--- config.mk ---
export PLATFORM = sky130hd
export DESIGN_NAME = div_iter_unit
export DESIGN_NICKNAME = d
export VERILOG_FILES = /design/src/rtl/div_iter_unit.sv
export SDC_FILE = /design/constraint.sdc
export NUM_CORES = 1
export LEC_CHECK = 0
export ABC_AREA = 1
export CAP_MARGIN = 20
export CORE_UTILIZATION = 30
export CTS_BUF_LIST = sky130_fd_sc_hd__clkbuf_8
export DETAILED_ROUTE_END_ITERATION = 10
export GPL_TIMING_DRIVEN = 1
export MAX_ROUTING_LAYER = met4
export PLACE_DENSITY_LB_ADDON = 0.3
export SYNTH_ARGS = -nofsm -noshare
export SYNTH_HDL_FRONTEND = slang
export SYNTH_SLANG_ARGS = --single-unit
--- constraint.sdc ---
create_clock -name clk -period 6.9 [get_ports clk]
set_input_delay 1.38 -clock clk [delete_from_list [all_inputs] [get_ports clk]]
set_output_delay 1.38 -clock clk [all_outputs]
set_load 0.1 [all_outputs]
--- src/rtl/div_iter_unit.sv ---
// Iterative 32-bit divider: restoring algorithm, one quotient bit per clock.
// Signed mode divides magnitudes and fixes the signs of quotient and remainder at completion.
//
// state   | meaning
// --------+------------------------------------------------------------
// IDLE    | waiting for start_i (annul_i=1 blocks acceptance)
// DIVZERO | divisor was zero; one cycle, then END with the fixed result
// ON      | 32 restoring-division steps, counter 0..31
// END     | result_o valid, ready_o=1; held until start_i falls
module div_iter_unit (
    input  logic        clk,
    input  logic        rst,
    input  logic        signed_div_i,
    input  logic [31:0] opdata1_i,
    input  logic [31:0] opdata2_i,
    input  logic        start_i,
    input  logic        annul_i,
    output logic [63:0] result_o,
    output logic        ready_o,
    output logic        busy_o
);

    typedef enum logic [1:0] {
        ST_IDLE    = 2'd0,
        ST_DIVZERO = 2'd1,
        ST_ON      = 2'd2,
        ST_END     = 2'd3
    } state_t;

    state_t      state_q, state_d;
    logic [5:0]  cnt_q, cnt_d;
    logic [31:0] dividend_q, dividend_d;
    logic [31:0] divisor_q, divisor_d;
    logic [31:0] quot_q, quot_d;
    logic [31:0] rem_q, rem_d;
    logic        neg_quot_q, neg_quot_d;
    logic        neg_rem_q, neg_rem_d;
    logic [63:0] result_q, result_d;
    logic        ready_q, ready_d;
    logic        busy_q, busy_d;

    logic [32:0] shifted;
    logic [32:0] diff;
    logic        step_ge;
    logic [31:0] rem_step;
    logic [31:0] quot_step;
    logic [31:0] quot_fix;
    logic [31:0] rem_fix;
    logic [31:0] abs_op1;
    logic [31:0] abs_op2;

    // One restoring step: shift in the next dividend bit, subtract if it fits.
    always_comb begin
        shifted   = {rem_q, quot_q[31]};
        diff      = shifted - {1'b0, divisor_q};
        step_ge   = ~diff[32];
        rem_step  = step_ge ? diff[31:0] : shifted[31:0];
        quot_step = {quot_q[30:0], step_ge};
        quot_fix  = neg_quot_q ? (32'd0 - quot_step) : quot_step;
        rem_fix   = neg_rem_q  ? (32'd0 - rem_step)  : rem_step;
    end

    always_comb begin
        abs_op1 = (signed_div_i && opdata1_i[31]) ? (32'd0 - opdata1_i) : opdata1_i;
        abs_op2 = (signed_div_i && opdata2_i[31]) ? (32'd0 - opdata2_i) : opdata2_i;
    end

    always_comb begin
        state_d    = state_q;
        cnt_d      = cnt_q;
        dividend_d = dividend_q;
        divisor_d  = divisor_q;
        quot_d     = quot_q;
        rem_d      = rem_q;
        neg_quot_d = neg_quot_q;
        neg_rem_d  = neg_rem_q;
        result_d   = result_q;

        case (state_q)
            ST_IDLE: begin
                if (start_i && !annul_i) begin
                    dividend_d = opdata1_i;
                    divisor_d  = abs_op2;
                    quot_d     = abs_op1;
                    rem_d      = 32'd0;
                    cnt_d      = 6'd0;
                    neg_quot_d = signed_div_i && (opdata1_i[31] ^ opdata2_i[31]);
                    neg_rem_d  = signed_div_i && opdata1_i[31];
                    state_d    = (opdata2_i == 32'd0) ? ST_DIVZERO : ST_ON;
                end
            end
            ST_DIVZERO: begin
                if (annul_i) begin
                    state_d = ST_IDLE;
                end else begin
                    result_d = {dividend_q, 32'hFFFF_FFFF};
                    state_d  = ST_END;
                end
            end
            ST_ON: begin
                if (annul_i) begin
                    state_d = ST_IDLE;
                end else begin
                    rem_d  = rem_step;
                    quot_d = quot_step;
                    cnt_d  = cnt_q + 6'd1;
                    if (cnt_q == 6'd31) begin
                        result_d = {rem_fix, quot_fix};
                        state_d  = ST_END;
                    end
                end
            end
            ST_END: begin
                if (!start_i) begin
                    state_d = ST_IDLE;
                end
            end
            default: state_d = ST_IDLE;
        endcase

        // Flags are decoded from the next state so they come straight off flops.
        busy_d  = (state_d == ST_DIVZERO) || (state_d == ST_ON);
        ready_d = (state_d == ST_END);
    end

    always_ff @(posedge clk or negedge rst) begin
        if (!rst) begin
            state_q    <= ST_IDLE;
            cnt_q      <= 6'd0;
            dividend_q <= 32'd0;
            divisor_q  <= 32'd0;
            quot_q     <= 32'd0;
            rem_q      <= 32'd0;
            neg_quot_q <= 1'b0;
            neg_rem_q  <= 1'b0;
            result_q   <= 64'd0;
            ready_q    <= 1'b0;
            busy_q     <= 1'b0;
        end else begin
            state_q    <= state_d;
            cnt_q      <= cnt_d;
            dividend_q <= dividend_d;
            divisor_q  <= divisor_d;
            quot_q     <= quot_d;
            rem_q      <= rem_d;
            neg_quot_q <= neg_quot_d;
            neg_rem_q  <= neg_rem_d;
            result_q   <= result_d;
            ready_q    <= ready_d;
            busy_q     <= busy_d;
        end
    end

    assign result_o = result_q;
    assign ready_o  = ready_q;
    assign busy_o   = busy_q;

endmodule

After elaboration in Yosys (flattened, before gate mapping)
Index checks and enable logic that the tools add are counted.
W data, S select, Z words.

storage, ports and cells
  word-level logic and storage cells = 68
  register bits = 204
  input bits = 69
  output and inout port bits = 66

operators by class
  reductions and logical operators = 13
  multiplexer cells = 25
  bitwise logic cells = 2
  add/subtract/negate cells = 6
  equality and inequality tests = 11

operators by type and width
  cell                     number
  $mux W32                 9
  $mux W64                 3
  $pmux W32 S2             2
  $pmux W64 S2             1
  $sub A1 B32 Y32 const A  4
  $sub A33 B32 Y33         1
  $logic_not A32 Y1        1
  $mux W2                  6
  $mux W6                  2
  $pmux W6 S2              1
  $eq A2 B2 Y1 const B     4
  $ne A2 B2 Y1 const B     4
  $pmux W2 S4              1
  $add A6 B1 Y6 const B    1
  $eq A6 B5 Y1 const B     1
  $eq A2 B1 Y1 const B     2
  $logic_and A1 B1 Y1      4
  $reduce_and A4 Y1        1
  $reduce_bool A2 Y1       2
  $reduce_and A3 Y1        1
  $logic_not A2 Y1         1
  $reduce_and A2 Y1        1
  $logic_not A1 Y1         1
  $logic_or A1 B1 Y1       1
  other kinds (2)          2

Logic depth before layout (Yosys ltp)
Gate-level depths: netlist (run 1).

  depth after elaboration = 7
  mapped depth = 30

Worst setup path before layout (run 1)
Ideal clock, no wire load.

  path type = register to register
  start point = register divisor_q[0]
  end point = register result_q[28], in the netlist result_o[28]
  library setup time = 124 ps
  clock period less this slack = 3951 ps
  data arrival time = 3827 ps
  slack = 2949 ps
  stages on the path, launching flop included = 30
  path buffers = 2
  required time = 6776 ps
  cells stage by stage = dfrtp_1 ha_1 fa_1 inv_1 nand2_1 nand2_1 nand3_1 nand2_1 nand2_1 nand2_1 nand2_2 nand2_2 nand2_4 nand2_4 buf_12 buf_4 ha_1 inv_1 nor3_1 nand3_1 nor3_1 nand3_1 nor3_1 nand3_1 inv_1 a21oi_1 a21oi_1 nand3_1 o211ai_1 nand2_1

between the ends
  cells in the longest elaborated chain, start to end = 7

ends and longest elaborated chain
  element                 RTL line  text
  from (decl)             33        logic [31:0] divisor_q, divisor_d;
  from (signal assigned)  143       divisor_q <= divisor_d;
  $sub A33 B32 Y33        55        diff = shifted - {1'b0, divisor_q};
  $not A1 Y1              56        step_ge = ~diff[32];
  $sub A1 B32 Y32         59        quot_fix = neg_quot_q ? (32'd0 - quot_step) : quot_step;
  $mux W32                59
  $mux W64                107       if (cnt_q == 6'd31) begin
  $mux W64                101       if (annul_i) begin
  $pmux W64 S2            79        case (state_q)
  to (signal assigned)    148       result_q <= result_d;
  to (decl)               38        logic [63:0] result_q, result_d;

No other way between the ends. The select of a mux whose other input is x is not followed.
A chain may end at the register's enable or synchronous reset.

Final worst setup path (run 1)
Ends and elaborated chain as after synthesis.

==> results.toml, run 1 <==
[clocking]
cts_buffer_depth = 3
cts_resized = 0
cts_setup_buffers = 0
clock_latency_ns = 0.62
clkSinkCount = 204
path_clk_slew_ns = 0.06
cts_root_buffer = "clkbuf_8"
htree_levels = 2
cts_tree = "built"
numCtsBuffers = 41
hold_buffers = 0

[detailed_routing]
postRouteWirelength_mm = 49.26
ant_nets = 0
first_pass_iters = 6
drtIter0Drc = 1155
dr_total_vias = 14450
wire_per_inst_um = 16.68
viasPerCell = 4.894
drc_errors = 0

[yosys]
yosys.cell_types.count = 50
synth_area_leaders = "dfrtp_1 35%, nand2_1 18%, inv_1 6.8%"
syn_inst = 2196
yosys.area.top_type = "dfrtp_1"
ys_seq_elements = 204
synthesis.nets = 2304
synth_top_cell_area_share = 0.3502
synth_ff_type = "dfrtp_1"
yosys_warnings = 0
synth_edf_count = 0
synth_area_per_cell_um2 = 6.639
syn-cell-area_um2 = 14580
synth_seq_area_share = 0.3502
async_reset_ff_frac = 1.000

[layout]
final_nets = 2414
area_growth_pct = 19.16
n_fill_cell = 5150
fin_cells = 2953
layout-drive-gt1-share = 0.06333

[floorplanning]
pin_count = 135
dieArea_um2 = 49480
die_h_um = 222.4
initial_core_util = 0.3047
core-area_um2 = 47850
fp.dieW_um = 222.4
rows = 80

[critical_path]
cp-start-kind = "flop"
endpoint_kind = "flop"
crit_arrival_ns = 5.54
crit_path_max_fanout = 49
required_ns = 7.38
criticalPathCategory = "reg -> reg"

[timing]
layout_min_cycle_time_ns = 5.063
finalHoldViolCount = 0
relSlewSlack = 0.3225
clock_skew_ns = 0.03540
rsz0062_at_grt = "false"
worst_pin_slew_ns = 1.013
finalSetupTns_ns = 0
setup_viol = 0
max_freq_ghz = 0.1975
slew_violations = 0
fin_crit_sh = 0.7337

[flow_run]
cap_violations = 0

[global_route]
overflow = 0
use_met3 = 0.03002
use_met1 = 0.2745
grt_pass1_vias = 14030
grt_pass1_wl_mm = 77.92
antenna_found_initial = 1
grt_util_met2 = 0.3269
grt_max_degree = 126
grt_use_total = 0.2061
top_usage_layer = "met2"

[pwr]
power.density_nw_per_um2 = 581.4
ir_drop_mv = 0.3749
leakagePower_nw = 8.617

[placement]
gp_congestion = 0.9398
dp_hpwl_mm = 36.88
place_inst = 2877
numPortBuffers = 134

[outcome]
status = "completed"

[hold_path]
worstHoldPathType = "reg -> reg"
per-stage QoR:
step	hold slack, ns	cell area [um^2]	setup slack, ns	power, mW	utilization
after detailed placement	0.4667	16420	1.862	8.677	0.3432
after floorplan	0.4479	14580	2.949	7.093	-
final	0.4770	17370	1.838	10.10	0.3631
after global placement	0.4600	16420	1.925	8.631	0.3432
after global routing	0.4933	17370	1.247	11.10	0.3631
after CTS	0.4827	17350	1.909	10.15	0.3626
worst max-delay path, cell delays in order, from the launching register on:
cell and delay [ns]:
dfrtp_1 0.38, ha_1 0.22, fa_1 0.40, inv_1 0.09, nand2_1 0.05, nand2_1 0.07
nand3_1 0.06, nand2_1 0.15, nand2_1 0.11, nand2_1 0.13, nand2_2 0.10, nand2_2 0.12
nand2_4 0.10, nand2_4 0.46, ha_1 0.27, inv_1 0.05, nor3_1 0.21, nand3_1 0.18
nor3_1 0.26, nand3_1 0.18, nor3_1 0.38, nand3_1 0.19, inv_1 0.14, a21oi_1 0.12
a21oi_1 0.21, nand3_1 0.10, o211ai_1 0.13, nand2_1 0.07
path summary, 6_finish.rpt:
check                              from            to  slack [ns]  cells past startpoint
max in group asynchronous           rst   result_o[3]        4.91                      2
min in group asynchronous           rst  result_o[60]        0.80                      1
hold / removal             result_o[60]  result_o[60]        0.48                      2
setup / recovery           divisor_q[0]  result_o[28]        1.84                     27
setup reg to reg           divisor_q[0]  result_o[28]        1.84                     27
hold reg to reg            result_o[60]  result_o[60]        0.48                      2
final cells by class:
type | count | area, um^2 | area share
Multi-Input combinational cell | 1643 | 8099 | 0.4662
Sequential cell | 204 | 5105 | 0.2939
Timing Repair Buffer | 144 | 1445 | 0.08319
Inverter | 272 | 1021 | 0.05877
Tap cell | 615 | 769.5 | 0.04430
Clock buffer | 55 | 757.0 | 0.04358
Clock inverter | 19 | 172.7 | 0.009939
Antenna cell | 1 | 2.502 | 0.0001441
power by group:
part           internal [mW]  leakage (nW)  switching, mW
Sequential              1.64          2.59          0.371
Combinational           1.97          5.51           4.69
Clock                  0.828         0.511          0.592
Total                   4.45          8.62           5.66
metal layers:
metal	vias to the layer above	part of all wire
li1	7314	-
met1	6740	0.47
met2	331	0.46
met3	66	0.046
met4	0	0.020
met5	-	0
cells by family (layout without fill, tap and decap cells):
family | after synthesis | count (layout) | share of synthesized area
compound gates | 345 | 345 | 0.1364
xor+xnor | 68 | 68 | 0.04085
fa+ha+maj | 39 | 39 | 0.03399
buf+inv | 349 | 490 | 0.09629
flops | 204 | 204 | 0.3502
other cells | 0 | 1 | 0
simple gates | 1191 | 1191 | 0.3423
registers in the layout, indices dropped and copies added (netlist names), 2 cells and up:
signal	flops
dividend_q	32
cnt_q	6
rem_q	32
result_o	64
state_q	2
divisor_q	32
quot_q	32
placed cells by master (no fill, tap or decap), types with 11 or more instances in the layout:
| cell type | n |
|---|---|
| nand2_2 | 26 |
| nand4_1 | 23 |
| nor3_1 | 42 |
| o21ai_1 | 17 |
| o211ai_1 | 19 |
| xor2_1 | 49 |
| ha_1 | 38 |
| a21oi_1 | 63 |
| o31ai_1 | 14 |
| nor4_1 | 11 |
| dfrtp_1 | 204 |
| o21ai_0 | 148 |
| o22ai_1 | 28 |
| nand2_1 | 717 |
| nand3_1 | 114 |
| nor2_2 | 13 |
| inv_1 | 271 |
| clkbuf_8 | 56 |
| xnor2_1 | 19 |
| o221ai_1 | 14 |
| clkdlybuf4s50_1 | 133 |
| a31oi_1 | 22 |
| nor2_1 | 211 |
Yosys cell counts, types with 28 or more instances:
cell type,number
nand2_1,718
inv_1,264
nor2_1,213
dfrtp_1,204
o21ai_0,148
nand3_1,114
a21oi_1,64
clkbuf_1,56
xor2_1,49
nor3_1,42
ha_1,38
o22ai_1,28
Note: power is estimated with default switching activity, not from simulation.
==> run 2: changes to the inputs <==
- clock period: 6.9 -> 4.3 ns (I/O delays scaled with it)
==> run 2 against run 1 <==
Maximum frequency up 29%. Flip-flop and latch count unchanged. Final cell count increased by 1.0%. Die area unchanged. Global-route usage rose by 0.18 points. Clock-buffer cell count down 8. Power increased by 62%. Sequential power rose by 61%. Setup slack lost 1.5 ns. Largest power group unchanged. Highest routed layer unchanged.
==> results.toml, run 2 (synthesis results as in run 1) <==
[global_route]
grt_max_degree = 102
overflow = 0
grt_pass1_wl_mm = 78.60
grt_pass1_vias = 14540
grt_use_total = 0.2079
antenna_found_initial = 1

[critical_path]
criticalPathCategory = "reg -> reg"
path_common_cell = "nand2_1"
reg2reg_depth = 22
required_ns = 4.79
endpoint_kind = "flop"
cpMaxStageDelayCell = "dfrtp_1"
crit_start = "rem_q[28]"
r2r-start = "rem_q[28]"
path_cells = "ha_1 > nand2_1 > nand2_1 > inv_1 > nor2_1 > nor2_1 > nand2_1 > a21oi_2 > nand3_2 > nand2_8 > nand2_1 > nand2_1 > ha_1 > nand2_1 > nor2_2 > nand3_2 > o21ai_4 > nand2_1 > nand2_1 > nand3_1 > nand2_1 > nand2_1"
r2r_slack_ns = 0.38
cp-start-kind = "flop"
r2r_end = "result_o[62]"
crit_arrival_ns = 4.42
crit_path_max_incr_delay_ns = 0.42
crit_path_max_fanout = 34

[detailed_routing]
viasPerCell = 4.933
wire_per_inst_um = 16.63
ant_nets = 0
dr_total_vias = 14720
postRouteWirelength_mm = 49.62
drc_errors = 0
first_pass_iters = 7
drtIter0Drc = 1099

[timing]
relSlewSlack = 0.3178
whs_ns = 0.3579
layout_min_cycle_time_ns = 3.924
finalHoldViolCount = 0
setup_viol = 0
slew_violations = 0
max_freq_ghz = 0.2548
worst_pin_slew_ns = 1.020
fin_crit_sh = 0.9126
clock_skew_ns = 0.04428
rsz0062_at_grt = "false"
finalSetupTns_ns = 0

[floorplanning]
fp.dieW_um = 222.4
die_h_um = 222.4
dieArea_um2 = 49480
pin_count = 135
rows = 80
core-area_um2 = 47850
initial_core_util = 0.3047

[placement]
dpl-instance-area_um2 = 16700
numPortBuffers = 134
gp_congestion = 0.9496
dp_hpwl_mm = 37.58

[layout]
finish.instance_area_um2 = 17590
n_fill_cell = 5134
area_growth_pct = 20.66
final_nets = 2445
seq_area_um2 = 5105
largest_register_ffs = 64
layout-drive-gt1-share = 0.07644
final_common_cell = "nand2_1"
layout_common_cells = "715 x nand2_1, 278 x inv_1, 211 x nor2_1"
multi_input_area_um2 = 8162

[clocking]
clkSinkCount = 204
clock_latency_ns = 0.62
hold_buffers = 0
cts_setup_buffers = 0
cts_root_buffer = "clkbuf_8"
htree_levels = 2
path_clk_slew_ns = 0.06
cts_buffer_depth = 3
numCtsBuffers = 39
cts_tree = "built"

[outcome]
status = "completed"

[pwr]
power.density_nw_per_um2 = 929.6
switching_share = 0.5631
internal_power_mw = 7.145
clockPowerShare = 0.126
ir_drop_mv = 0.4549
seqPwrFrac = 0.198
combPwrFrac = 0.677
p_sw_mw = 9.208
leakagePower_nw = 8.759

[hold_path]
worstHoldPathType = "in -> async"

[flow_run]
cap_violations = 0
==> run 2: cell types whose count changed in the layout (fill, tap and decap cells not counted), sizes merged <==
cell    before  now
clkbuf      56   48
buf         10   43
bufinv       3    2
inv        278  285
==> run 2: how the worst max path moves through the flow <==
stage	end	cells past startpoint
2_1_floorplan	result_o[28]	29
3_3_place_gp	result_o[26]	28
3_5_place_dp	result_o[24]	27
4_1_cts	result_o[28]	28
5_1_grt	result_o[24]	28
6_report	result_o[62]	22
==> run 2: through the flow <==
| stage | setup slack [ns] | power, mW | utilization | instances |
|---|---|---|---|---|
| 3_5_place_dp | 0.1397 | 14.18 | 0.3490 | 2911 |
| 5_1_grt | 0.03493 | 17.94 | 0.3677 | 2984 |
| 6_report | 0.3758 | 16.35 | 0.3677 | 2984 |
| 4_1_cts | 0.1544 | 16.33 | 0.3661 | 2983 |
| 2_1_floorplan | 0.3494 | 11.38 | - | 2196 |
| 3_3_place_gp | 0.2130 | 14.07 | 0.3490 | 2911 |
==> run 2: area by class of cell <==
cell class / count / area share
repair buffers: 177 / 0.09738
well taps: 615 / 0.04374
flip-flops and latches: 204 / 0.2902
clock buffers: 47 / 0.03677
multi-input cells: 1643 / 0.4640
inverters: 272 / 0.05804
diodes: 1 / 0.0001423
clock inverters: 25 / 0.009745
==> run 2: critical path, delay by kind of cell, from the launching register on <==
family,cells,cell delay [ns]
simple gates,17,2.19
buf+inv,1,0.06
compound gates,2,0.54
fa+ha+maj,2,0.58
flops,1,0.42
==> run 2: repair_timing <==
item                                    4_1_cts  5_1_grt
gates resized for setup                       0       16
hold endpoints to repair                      0        0
endpoints found under the setup margin        0       31
==> run 2: routing by layer <==
metal  vias to the layer above  global-route usage  share of wire
li1                       7369                   -              -
met5                         -                   -              0
met1                      6845              0.2687           0.46
met3                        99             0.03280          0.053
met4                         0             0.06941          0.031
met2                       408              0.3307           0.46
==> run 2: power groups by stage <==
| stage | registers (mW) | clock network, mW | logic, mW |
|---|---|---|---|
| 2_1_floorplan | 3.79 | 0 | 7.59 |
| 3_3_place_gp | 3.23 | 0 | 10.8 |
| 3_5_place_dp | 3.24 | 0 | 10.9 |
| 4_1_cts | 3.22 | 2.12 | 11.0 |
| 5_1_grt | 3.32 | 2.21 | 12.4 |
| 6_report | 3.23 | 2.05 | 11.1 |
